--- src/rtl/mode_seq_pkg.sv ---
// Purpose: shared types and helpers for the mode step arbiter (state enum, mode wrap, round-robin pick).
// Latency: combinational helpers only.
// Backpressure: none.
package mode_seq_pkg;

  // Widest requester vector the round-robin helper accepts.
  localparam int MAX_REQ = 32;
  localparam int MAX_REQ_W = 5;

  typedef enum logic [0:0] {
    ST_IDLE = 1'b0,
    ST_LOCK = 1'b1
  } state_t;

  // Modulo increment; the top mode wraps back to zero.
  function automatic int next_mode(input int m, input int num_modes);
    return (m == num_modes - 1) ? 0 : m + 1;
  endfunction

  // First set bit of pend at or above ptr, wrapping within n_req.
  // Returns 0 when nothing is set; callers only use it with a non-empty vector.
  function automatic int rr_pick(input logic [MAX_REQ-1:0] pend, input int ptr, input int n_req);
    int   idx;
    int   win;
    logic found;
    win   = 0;
    found = 1'b0;
    for (int k = 0; k < MAX_REQ; k++) begin
      if (k < n_req) begin
        idx = ptr + k;
        if (idx >= n_req) idx = idx - n_req;
        if (!found && pend[idx[MAX_REQ_W-1:0]]) begin
          win   = idx;
          found = 1'b1;
        end
      end
    end
    return win;
  endfunction

endpackage

--- src/rtl/mode_step_arbiter_if.sv ---
// Purpose: control/status bundle between request front-end and the mode step arbiter.
// Latency: wires only.
// Backpressure: none; busy/pending are advisory status.
interface mode_step_arbiter_if #(
  parameter int N_REQ     = 4,
  parameter int NUM_MODES = 3
);
  localparam int MODE_W = $clog2(NUM_MODES);
  localparam int ID_W   = $clog2(N_REQ);

  logic              en;
  logic [N_REQ-1:0]  req_in;
  logic              load_valid;
  logic [MODE_W-1:0] load_mode;
  logic              drop_clr;

  logic [MODE_W-1:0] mode;
  logic              step_pulse;
  logic [ID_W-1:0]   grant_id;
  logic              busy;
  logic [N_REQ-1:0]  pending;
  logic [N_REQ-1:0]  drop_sticky;
  logic              load_err;

  // Control side: drives requests and configuration, observes status.
  modport master (
    output en, req_in, load_valid, load_mode, drop_clr,
    input  mode, step_pulse, grant_id, busy, pending, drop_sticky, load_err
  );

  // Arbiter side.
  modport slave (
    input  en, req_in, load_valid, load_mode, drop_clr,
    output mode, step_pulse, grant_id, busy, pending, drop_sticky, load_err
  );

endinterface

--- src/rtl/rise_pulse.sv ---
// Purpose: per-bit rising-edge detector on synchronous request levels.
// Latency: combinational rise vector against last cycle's level.
// Backpressure: none.
module rise_pulse #(
  parameter int W = 4
) (
  input  logic         clk,
  input  logic         rst,
  input  logic [W-1:0] lvl,
  output logic [W-1:0] rise
);

  logic [W-1:0] prev_q;

  // Previous level; resets to ones so lines already high at release never count as a rise.
  always_ff @(posedge clk) begin
    if (rst) prev_q <= '1;
    else     prev_q <= lvl;
  end

  assign rise = lvl & ~prev_q;

endmodule

--- src/rtl/mode_step_arbiter.sv ---
// Purpose: round-robin arbiter stepping one shared modulo mode register, with hold-off lockout and direct load.
// Latency: request rise at t -> pending at t+1 -> step_pulse/new mode at t+2 when idle and enabled.
// Backpressure: en=0 or lockout holds requests in pending; a repeat rise while pending is dropped and flagged.
module mode_step_arbiter
  import mode_seq_pkg::*;
#(
  parameter int N_REQ     = 4,
  parameter int NUM_MODES = 3,
  parameter int HOLDOFF   = 2
) (
  input logic               clk,
  input logic               rst,
  mode_step_arbiter_if.slave bus
);

  localparam int MODE_W = $clog2(NUM_MODES);
  localparam int ID_W   = $clog2(N_REQ);
  localparam int CNT_W  = (HOLDOFF > 0) ? $clog2(HOLDOFF + 1) : 1;

  state_t            state_q;
  logic [CNT_W-1:0]  cnt_q;
  logic [ID_W-1:0]   rr_ptr_q;
  logic [MODE_W-1:0] mode_q;
  logic [ID_W-1:0]   grant_id_q;
  logic [N_REQ-1:0]  pending_q;
  logic [N_REQ-1:0]  drop_q;
  logic              step_q;
  logic              load_err_q;

  logic [N_REQ-1:0]  rise;
  logic              grant_fire;
  logic [ID_W-1:0]   winner;
  logic [ID_W-1:0]   rr_next;
  logic [MODE_W-1:0] mode_inc;
  logic [N_REQ-1:0]  grant_vec;
  logic [N_REQ-1:0]  pending_nxt;
  logic [N_REQ-1:0]  drop_set;
  logic [N_REQ-1:0]  drop_nxt;
  logic              load_ok;

  rise_pulse #(.W(N_REQ)) u_rise (
    .clk  (clk),
    .rst  (rst),
    .lvl  (bus.req_in),
    .rise (rise)
  );

  // A load in the same cycle takes priority over a grant; pending simply waits a cycle.
  assign grant_fire = (state_q == ST_IDLE) && bus.en && (|pending_q) && !bus.load_valid;
  assign winner     = ID_W'(rr_pick(MAX_REQ'(pending_q), int'(rr_ptr_q), N_REQ));
  assign rr_next    = (int'(winner) == N_REQ - 1) ? '0 : ID_W'(int'(winner) + 1);
  assign mode_inc   = MODE_W'(next_mode(int'(mode_q), NUM_MODES));
  assign grant_vec  = grant_fire ? (N_REQ'(1) << winner) : '0;

  // A fresh rise on the granted requester re-arms it in the same cycle.
  assign pending_nxt = (pending_q & ~grant_vec) | rise;
  assign drop_set    = rise & pending_q & ~grant_vec;
  assign drop_nxt    = (bus.drop_clr ? '0 : drop_q) | drop_set;

  assign load_ok = (int'(bus.load_mode) < NUM_MODES);

  // Arbitration FSM together with mode, request bookkeeping and registered status.
  always_ff @(posedge clk) begin
    if (rst) begin
      state_q    <= ST_IDLE;
      cnt_q      <= '0;
      rr_ptr_q   <= '0;
      mode_q     <= '0;
      grant_id_q <= '0;
      pending_q  <= '0;
      drop_q     <= '0;
      step_q     <= 1'b0;
      load_err_q <= 1'b0;
    end else begin
      pending_q  <= pending_nxt;
      drop_q     <= drop_nxt;
      step_q     <= grant_fire;
      load_err_q <= bus.load_valid && !load_ok;

      if (bus.load_valid) begin
        if (load_ok) mode_q <= bus.load_mode;
      end else if (grant_fire) begin
        mode_q <= mode_inc;
      end

      case (state_q)
        ST_IDLE: begin
          if (grant_fire) begin
            state_q    <= ST_LOCK;
            cnt_q      <= CNT_W'(HOLDOFF);
            grant_id_q <= winner;
            rr_ptr_q   <= rr_next;
          end
        end
        ST_LOCK: begin
          if (cnt_q == '0) state_q <= ST_IDLE;
          else             cnt_q   <= cnt_q - 1'b1;
        end
        default: state_q <= ST_IDLE;
      endcase
    end
  end

  assign bus.mode        = mode_q;
  assign bus.step_pulse  = step_q;
  assign bus.grant_id    = grant_id_q;
  assign bus.busy        = (state_q == ST_LOCK);
  assign bus.pending     = pending_q;
  assign bus.drop_sticky = drop_q;
  assign bus.load_err    = load_err_q;

endmodule

--- src/flat_wrapper.sv ---
// flat-port wrapper written by rule: the top's interface ports become plain ports
module mode_step_arbiter_flat import mode_seq_pkg::*;
#(
  parameter int N_REQ     = 4,
  parameter int NUM_MODES = 3,
  parameter int HOLDOFF   = 2
)
  (clk, rst, bus_en, bus_req_in, bus_load_valid, bus_load_mode, bus_drop_clr, bus_mode, bus_step_pulse, bus_grant_id, bus_busy, bus_pending, bus_drop_sticky, bus_load_err);
  mode_step_arbiter_if #(.N_REQ(N_REQ), .NUM_MODES(NUM_MODES)) bus_i ();
  input logic clk;
  input logic rst;
  input wire logic [$bits(bus_i.en)-1:0] bus_en;
  input wire logic [$bits(bus_i.req_in)-1:0] bus_req_in;
  input wire logic [$bits(bus_i.load_valid)-1:0] bus_load_valid;
  input wire logic [$bits(bus_i.load_mode)-1:0] bus_load_mode;
  input wire logic [$bits(bus_i.drop_clr)-1:0] bus_drop_clr;
  output wire logic [$bits(bus_i.mode)-1:0] bus_mode;
  output wire logic [$bits(bus_i.step_pulse)-1:0] bus_step_pulse;
  output wire logic [$bits(bus_i.grant_id)-1:0] bus_grant_id;
  output wire logic [$bits(bus_i.busy)-1:0] bus_busy;
  output wire logic [$bits(bus_i.pending)-1:0] bus_pending;
  output wire logic [$bits(bus_i.drop_sticky)-1:0] bus_drop_sticky;
  output wire logic [$bits(bus_i.load_err)-1:0] bus_load_err;
  assign bus_i.en = bus_en;
  assign bus_i.req_in = bus_req_in;
  assign bus_i.load_valid = bus_load_valid;
  assign bus_i.load_mode = bus_load_mode;
  assign bus_i.drop_clr = bus_drop_clr;
  assign bus_mode = bus_i.mode;
  assign bus_step_pulse = bus_i.step_pulse;
  assign bus_grant_id = bus_i.grant_id;
  assign bus_busy = bus_i.busy;
  assign bus_pending = bus_i.pending;
  assign bus_drop_sticky = bus_i.drop_sticky;
  assign bus_load_err = bus_i.load_err;
  mode_step_arbiter #(.N_REQ(N_REQ), .NUM_MODES(NUM_MODES), .HOLDOFF(HOLDOFF)) u_core (.clk(clk), .rst(rst), .bus(bus_i));
endmodule
--- config.mk ---
export PLATFORM = sky130hd
export DESIGN_NAME = mode_step_arbiter_flat
export DESIGN_NICKNAME = d
export VERILOG_FILES = /design/src/rtl/mode_seq_pkg.sv /design/src/rtl/mode_step_arbiter_if.sv /design/src/rtl/rise_pulse.sv /design/src/rtl/mode_step_arbiter.sv /design/src/flat_wrapper.sv
export SDC_FILE = /design/constraint.sdc
export NUM_CORES = 1
export LEC_CHECK = 0
export BUFFER_PORTS_ARGS = -buffer_cell sky130_fd_sc_hd__buf_2
export CAP_MARGIN = 0
export CORE_AREA = 4 4 59 61
export CTS_BUF_LIST = sky130_fd_sc_hd__clkbuf_8
export DETAILED_ROUTE_END_ITERATION = 8
export DIE_AREA = 0 0 63 65
export PLACE_DENSITY_LB_ADDON = 0.3
export SYNTH_ARGS = -nofsm -noshare
export SYNTH_HDL_FRONTEND = slang
export SYNTH_HIERARCHICAL = 1
export SYNTH_SLANG_ARGS = --single-unit
--- constraint.sdc ---
create_clock -name clk -period 2.9 [get_ports clk]
set_input_delay 0.145 -clock clk [delete_from_list [all_inputs] [get_ports clk]]
set_output_delay 0.145 -clock clk [all_outputs]
set_load 0.02 [all_outputs]
==> flow_summary.toml, run 1 <==
[yosys]
synth_seq_area_share_pct = 32.2
synthesis.area_per_instance_um2 = 9.92
cell_area_after_synthesis_um2 = 1430
netlist.top_cell.by_area = "dfxtp_1"
ys_async_sr_fraction_pct = 0
synth.distinct_cells = 44
post_synth_edffs = 0
postSynthCellCount = 144
synth-seq-cells = 23
synth_most_common_cell = "dfxtp_1"
synth_top_area_share_pct = 32.2
ys_top_cells_by_area = "dfxtp_1 (32%), ha_1 (7.9%), nor2_1 (5.8%), mux2_2 (3.9%), nor2b_1 (3.9%)"
synth_flop_cell = "dfxtp_1"
synth-warning-count = 6
synthTopCellsByCount = "dfxtp_1 (23), nor2_1 (22), ha_1 (9), nor2b_1 (9), nand2_1 (7)"
postSynthNetCount = 164

[flow_run]
cap_viol_max_count = 0

[timing]
fmax_mhz = 375
rsz0062_at_grt = "false"
final-max-slew-violation-count = 0
setup-violations-final = 0
final_period_minus_worst_setup_slack_ns = 2.67
final.period_utilization_pct = 92.1
timing.max_slew.rel_slack_pct = 44.7
fin_ws_ns = 0.230
skew_ns = 0.00375
final-hold-violation-count = 0
final.setup.tns_ns = 0
timing_worst_slew_pin_value_ns = 0.821

[finish]
sequential_cell_area_um2 = 462
area_growth_syn_to_layout_pct = 13.3
multi_input_area_um2 = 846
final_net_count = 194
num-fill-cells = 282
final_layout_size_suffix_gt1_share_pct = 34.1
antenna_cells_inserted = 0

[worst_setup_path]
worst_setup_path_start_kind = "flip-flop"
cp_data_arrival_time_ns = 2.85
timing.critical_path.required_ns = 3.08
critPathSlowestCell = "dfxtp_2"
critical-path-top-delay-family = "compound AO/OA/AOI/OAI gates"
cp_max_fo = 6
critical_path.endpoint_type = "flip-flop"
cp_num_buf_inv = 3
reg2reg_depth = 10
cp_num_cells = 10
critical_path.cell_chain = "inv_1 > ha_1 > bufinv_8 > nand3_2 > a32o_1 > a211oi_1 > inv_1 > ha_1 > or3_1 > a221oi_2"
cpPeakStageDelay_ns = 0.39
worst-setup-path-type = "flip-flop to flip-flop"

[die]
floorplan.core_area_um2 = 2980
fp.dieH_um = 65
floorplan.die.width_um = 63
design.portCount = 26
std_cell_rows = 20
initial_utilization_pct = 48.0
full_die_area_um2 = 4100

[route]
detail_route.wl_per_cell_um = 13.0
drt_pass1_iterations = 4
dr_total_vias = 1117
route.final.wire_length_um = 2680
drt_first_iter_violations = 31
post-route-drc-count = 0
post_drt_via_cell_ratio = 5.42
drt.antenna.violating_nets = 0

[min_path]
hold_path.class = "input port to flip-flop"
worstHoldPathCells = 2

[placement]
place.port_buffers = 25
post-dp-hpwl_um = 2140
place.gp.congestion = 0.818
place_ws_ns = 0.180

[cts]
clock_sink_count = 23
cts_buffers = 3
htree_num_levels = 1
clkTransAtPathRegs_ns = 0.08
cts_root_buf = "clkbuf_8"
insertion_delay_ns = 0.26
postCtsSetupBuffers = 0
cts_tree = "yes"
clock_path_buffers = 2

[power]
peakVddDrop_mv = 0.321
static_leakage_nw = 0.701
power_density_nw_per_um2 = 436

[grt]
global_route_usage_over_all_layers_pct = 14.7
wire_length_of_the_first_global_routing_pass_um = 4920
antenna_found_initial = 0
grt_pass1_vias = 1108
grt_max_degree = 25
gr-total-overflow = 0

[run_status]
run_status = "completed"
power by group:
part | switching, mW | total [mW] | internal, mW
logic | 0.0917 | 0.175 | 0.0837
registers | 0.0122 | 0.342 | 0.330
clock network | 0.0939 | 0.188 | 0.0943
metrics by stage:
stage / std cells / hold slack, ns / power [mW] / utilization [%] / cell area, µm²
6_report: 206 / 0.0750 / 0.706 / 54.4 / 1620
5_1_grt: 206 / 0.0772 / 0.751 / 54.4 / 1620
4_1_cts: 206 / 0.0661 / 0.718 / 54.3 / 1620
3_5_place_dp: 202 / 0.339 / 0.526 / 52.8 / 1570
3_3_place_gp: 202 / 0.336 / 0.521 / 52.8 / 1570
2_1_floorplan: 144 / 0.242 / 0.481 / - / 1430
worst paths after layout:
path	startpoint	slack, ns	to
worst max-delay path	u_core/rr_ptr_q[0]$_SDFFE_PP0P_	0.23	u_core/rr_ptr_q[0]$_SDFFE_PP0P_
worst min-delay path	bus_req_in[1]	0.07	u_core/u_rise/prev_q[1]$_SDFF_PP1_
worst max register to register	u_core/rr_ptr_q[0]$_SDFFE_PP0P_	0.23	u_core/rr_ptr_q[0]$_SDFFE_PP0P_
worst min register to register	u_core/bus.mode[1]$_SDFFE_PP0P_	0.49	u_core/bus.mode[1]$_SDFFE_PP0P_
logic make-up after synthesis:
family                   count (synthesis)  share of synthesized area (%)
AND/OR/NAND/NOR                         58                           22.5
multiplexers                            13                           12.0
buffers and inverters                   15                           8.58
flip-flops                              23                           32.2
adder cells (fa/ha/maj)                  9                           7.88
AO/OA/AOI/OAI                           26                           16.8
final cells by class:
cell class	count	share of cell area (%)
multi-input combinational	106	52.2
clock buffer	3	2.55
sequential	23	28.5
inverter	7	2.47
timing repair buffer	33	11.4
tap	33	2.55
clock inverter	1	0.232
per-layer routing:
layer / up-vias / global-route usage (%) / routed length, µm
li1: 555 / - / -
met1: 540 / 17.8 / 1170
met2: 18 / 26.2 / 1370
met3: 4 / 1.73 / 98
met4: 0 / 6.06 / 41
met5: - / 0 / 0
sequential cells by signal, indices dropped and copies added (netlist names):
name                    count
u_core/u_rise/prev_q        4
u_core/rr_ptr_q             2
u_core/bus.busy             1
u_core/bus.load_err         1
u_core/bus.step_pulse       1
u_core/bus.grant_id         2
u_core/bus.pending          4
u_core/bus.mode             2
u_core/cnt_q                2
u_core/bus.drop_sticky      4
layout by cell type (no fill, tap or decap), types with 2 or more instances in the layout:
cell      netlist  layout
mux4_2          2       2
nand3_2         2       2
nor2_1         22      22
a211oi_1        3       3
inv_1           6       7
clkbuf_8        1       3
mux2i_1         4       4
a21oi_1         6       6
nor2b_1         9       9
buf_4           2       8
buf_2           0      25
mux2_4          2       2
ha_1            9       9
nand3_1         2       2
nand2b_4        2       2
a21boi_0        4       4
mux2_2          5       5
or2_1           4       4
dfxtp_1        23      22
nand2b_1        4       4
nand2_1         7       7
worst register-to-register path: stages (launching register included):
cell and delay [ns]:
dfxtp_2 0.39, inv_1 0.07, ha_1 0.36, bufinv_8 0.22, nand3_2 0.07, a32o_1 0.27, a211oi_1 0.25, inv_1 0.11
ha_1 0.21, or3_1 0.38, a221oi_2 0.25
repair_timing:
action	4_1_cts	5_1_grt
resized for setup	0	1
endpoints found under the setup margin	0	1
hold buffers	0	0
No activity file was read; power rests on OpenSTA's default activity.
==> run 2: changes to the inputs <==
clock period = 3.4 ns   (was 2.9 ns; I/O delays follow)
==> run 2 against run 1 <==
Net effect: sequential power is 14% lower; die area unchanged; critical endpoint unchanged; sequential share of layout area up 0.62 points; first-iteration DRC count increased by 3.2%; largest power group unchanged; highest routed layer unchanged.
==> flow_summary.toml, run 2 (synthesized netlist as in run 1, its figures left out) <==
[timing]
timing_worst_slew_pin_value_ns = 0.747
setup-violations-final = 0
final_period_minus_worst_setup_slack_ns = 2.85
final.period_utilization_pct = 83.7
final-max-slew-violation-count = 0
skew_ns = 0.00472
timing.max_slew.rel_slack_pct = 49.7
fmax_mhz = 351
rsz0062_at_grt = "false"
final.setup.tns_ns = 0
worst_hold_slack_ns = 0.0992
final-hold-violation-count = 0

[placement]
dp_cells = 197
place.port_buffers = 25
post-dp-hpwl_um = 2070
place.gp.congestion = 0.743

[finish]
most-common-layout-cells = "buf_2 (25), dfxtp_1 (23), nor2_1 (22)"
instances_no_fill = 201
num-fill-cells = 288
area_growth_syn_to_layout_pct = 10.6
final_net_count = 189
mostFrequentLayoutCell = "buf_2"
antenna_cells_inserted = 0
final_layout_size_suffix_gt1_share_pct = 31.5
multi_input_area_um2 = 846
sequential_cell_area_um2 = 460

[die]
initial_utilization_pct = 48.0
std_cell_rows = 20
design.portCount = 26
floorplan.core_area_um2 = 2980
fp.dieH_um = 65
full_die_area_um2 = 4100
floorplan.die.width_um = 63

[cts]
clock_sink_count = 23
cts_root_buf = "clkbuf_8"
cts_buffers = 3
cts_tree = "yes"
post_cts_resized = 0
htree_num_levels = 1
postCtsSetupBuffers = 0
holdBufCountCts = 0
clkTransAtPathRegs_ns = 0.08
clock_path_buffers = 2
insertion_delay_ns = 0.26

[route]
post_drt_via_cell_ratio = 5.34
dr_total_vias = 1073
drt.antenna.violating_nets = 0
detail_route.wl_per_cell_um = 13.4
post-route-drc-count = 0
drt_pass1_iterations = 4
route.final.wire_length_um = 2680
drt_first_iter_violations = 32

[min_path]
hold_path.class = "input port to flip-flop"
startpoint_of_the_worst_hold_path = "bus_req_in[1]"
holdPathEnd = "u_core/u_rise/prev_q[1]$_SDFF_PP1_"
worstHoldPathCells = 2

[power]
static_leakage_nw = 0.676
power_density_nw_per_um2 = 376
post-layout-total-power_mw = 0.594
peakVddDrop_mv = 0.340

[worst_setup_path]
r2r-end = "u_core/rr_ptr_q[0]$_SDFFE_PP0P_"
worst-setup-path-type = "flip-flop to flip-flop"
cp_max_fo = 11
timing.critical_path.required_ns = 3.57
ff2ff_setup_slack_ns = 0.55
cp_data_arrival_time_ns = 3.02
reg2reg_depth = 9
r2r_start = "u_core/rr_ptr_q[0]$_SDFFE_PP0P_"
critical_path.endpoint_type = "flip-flop"
worst_setup_path_start_kind = "flip-flop"

[grt]
grt_max_degree = 25
grt_pass1_vias = 1116
antenna_found_initial = 0
gr-total-overflow = 0
wire_length_of_the_first_global_routing_pass_um = 4730
global_route_usage_over_all_layers_pct = 14.2

[run_status]
run_status = "completed"

[flow_run]
cap_viol_max_count = 0
-- run 2: cell types whose count changed in the layout (fill, tap and decap cells not counted), sizes merged --
cell  change
buf       -5
-- run 2: how the worst max path moves through the flow --
stage                                               start                              end  slack [ns]
after floorplan           u_core/rr_ptr_q[0]$_SDFFE_PP0P_  u_core/rr_ptr_q[0]$_SDFFE_PP0P_        0.59
after global placement    u_core/rr_ptr_q[0]$_SDFFE_PP0P_  u_core/rr_ptr_q[0]$_SDFFE_PP0P_        0.71
after detailed placement  u_core/rr_ptr_q[0]$_SDFFE_PP0P_  u_core/rr_ptr_q[0]$_SDFFE_PP0P_        0.59
after CTS                 u_core/rr_ptr_q[0]$_SDFFE_PP0P_  u_core/rr_ptr_q[0]$_SDFFE_PP0P_        0.58
after global routing      u_core/rr_ptr_q[0]$_SDFFE_PP0P_  u_core/rr_ptr_q[0]$_SDFFE_PP0P_        0.46
final                     u_core/rr_ptr_q[0]$_SDFFE_PP0P_  u_core/rr_ptr_q[0]$_SDFFE_PP0P_        0.55
-- run 2: through the flow --
stage | setup WS, ns | util [%] | instance area [µm²]
floorplan | 0.587 | - | 1430
global placement | 0.713 | 51.6 | 1540
detailed placement | 0.587 | 51.6 | 1540
CTS | 0.578 | 53.1 | 1580
global route | 0.464 | 53.1 | 1580
finish | 0.555 | 53.1 | 1580
-- run 2: cell type report --
cell class,count,area share (%)
clock inverters,1,0.238
flip-flops and latches,23,29.1
well taps,33,2.61
clock buffers,3,2.61
multi-input cells,106,53.5
inverters,7,2.53
repair buffers,28,9.34
-- run 2: per-layer routing --
layer,vias to the layer above,part of all wire (%),global-route usage (%)
met5,-,0,0
met4,0,1.3,7.71
met3,4,2.6,2.08
met2,18,51,24.9
met1,495,45,16.5
li1,556,-,-
-- run 2: report_power, final --
part | internal [mW] | switching [mW]
combinational | 0.0652 | 0.0757
clock | 0.0804 | 0.0796
sequential | 0.281 | 0.0123
total | 0.427 | 0.167
-- run 2: worst max-delay path, stage by stage, from the launching register on --
cell,delay [ns]
dfxtp_1,0.34
buf_4,0.20
mux4_2,0.58
a31oi_4,0.21
nand4_1,0.13
a32oi_2,0.29
inv_1,0.13
ha_1,0.22
or3_1,0.38
a221oi_2,0.28
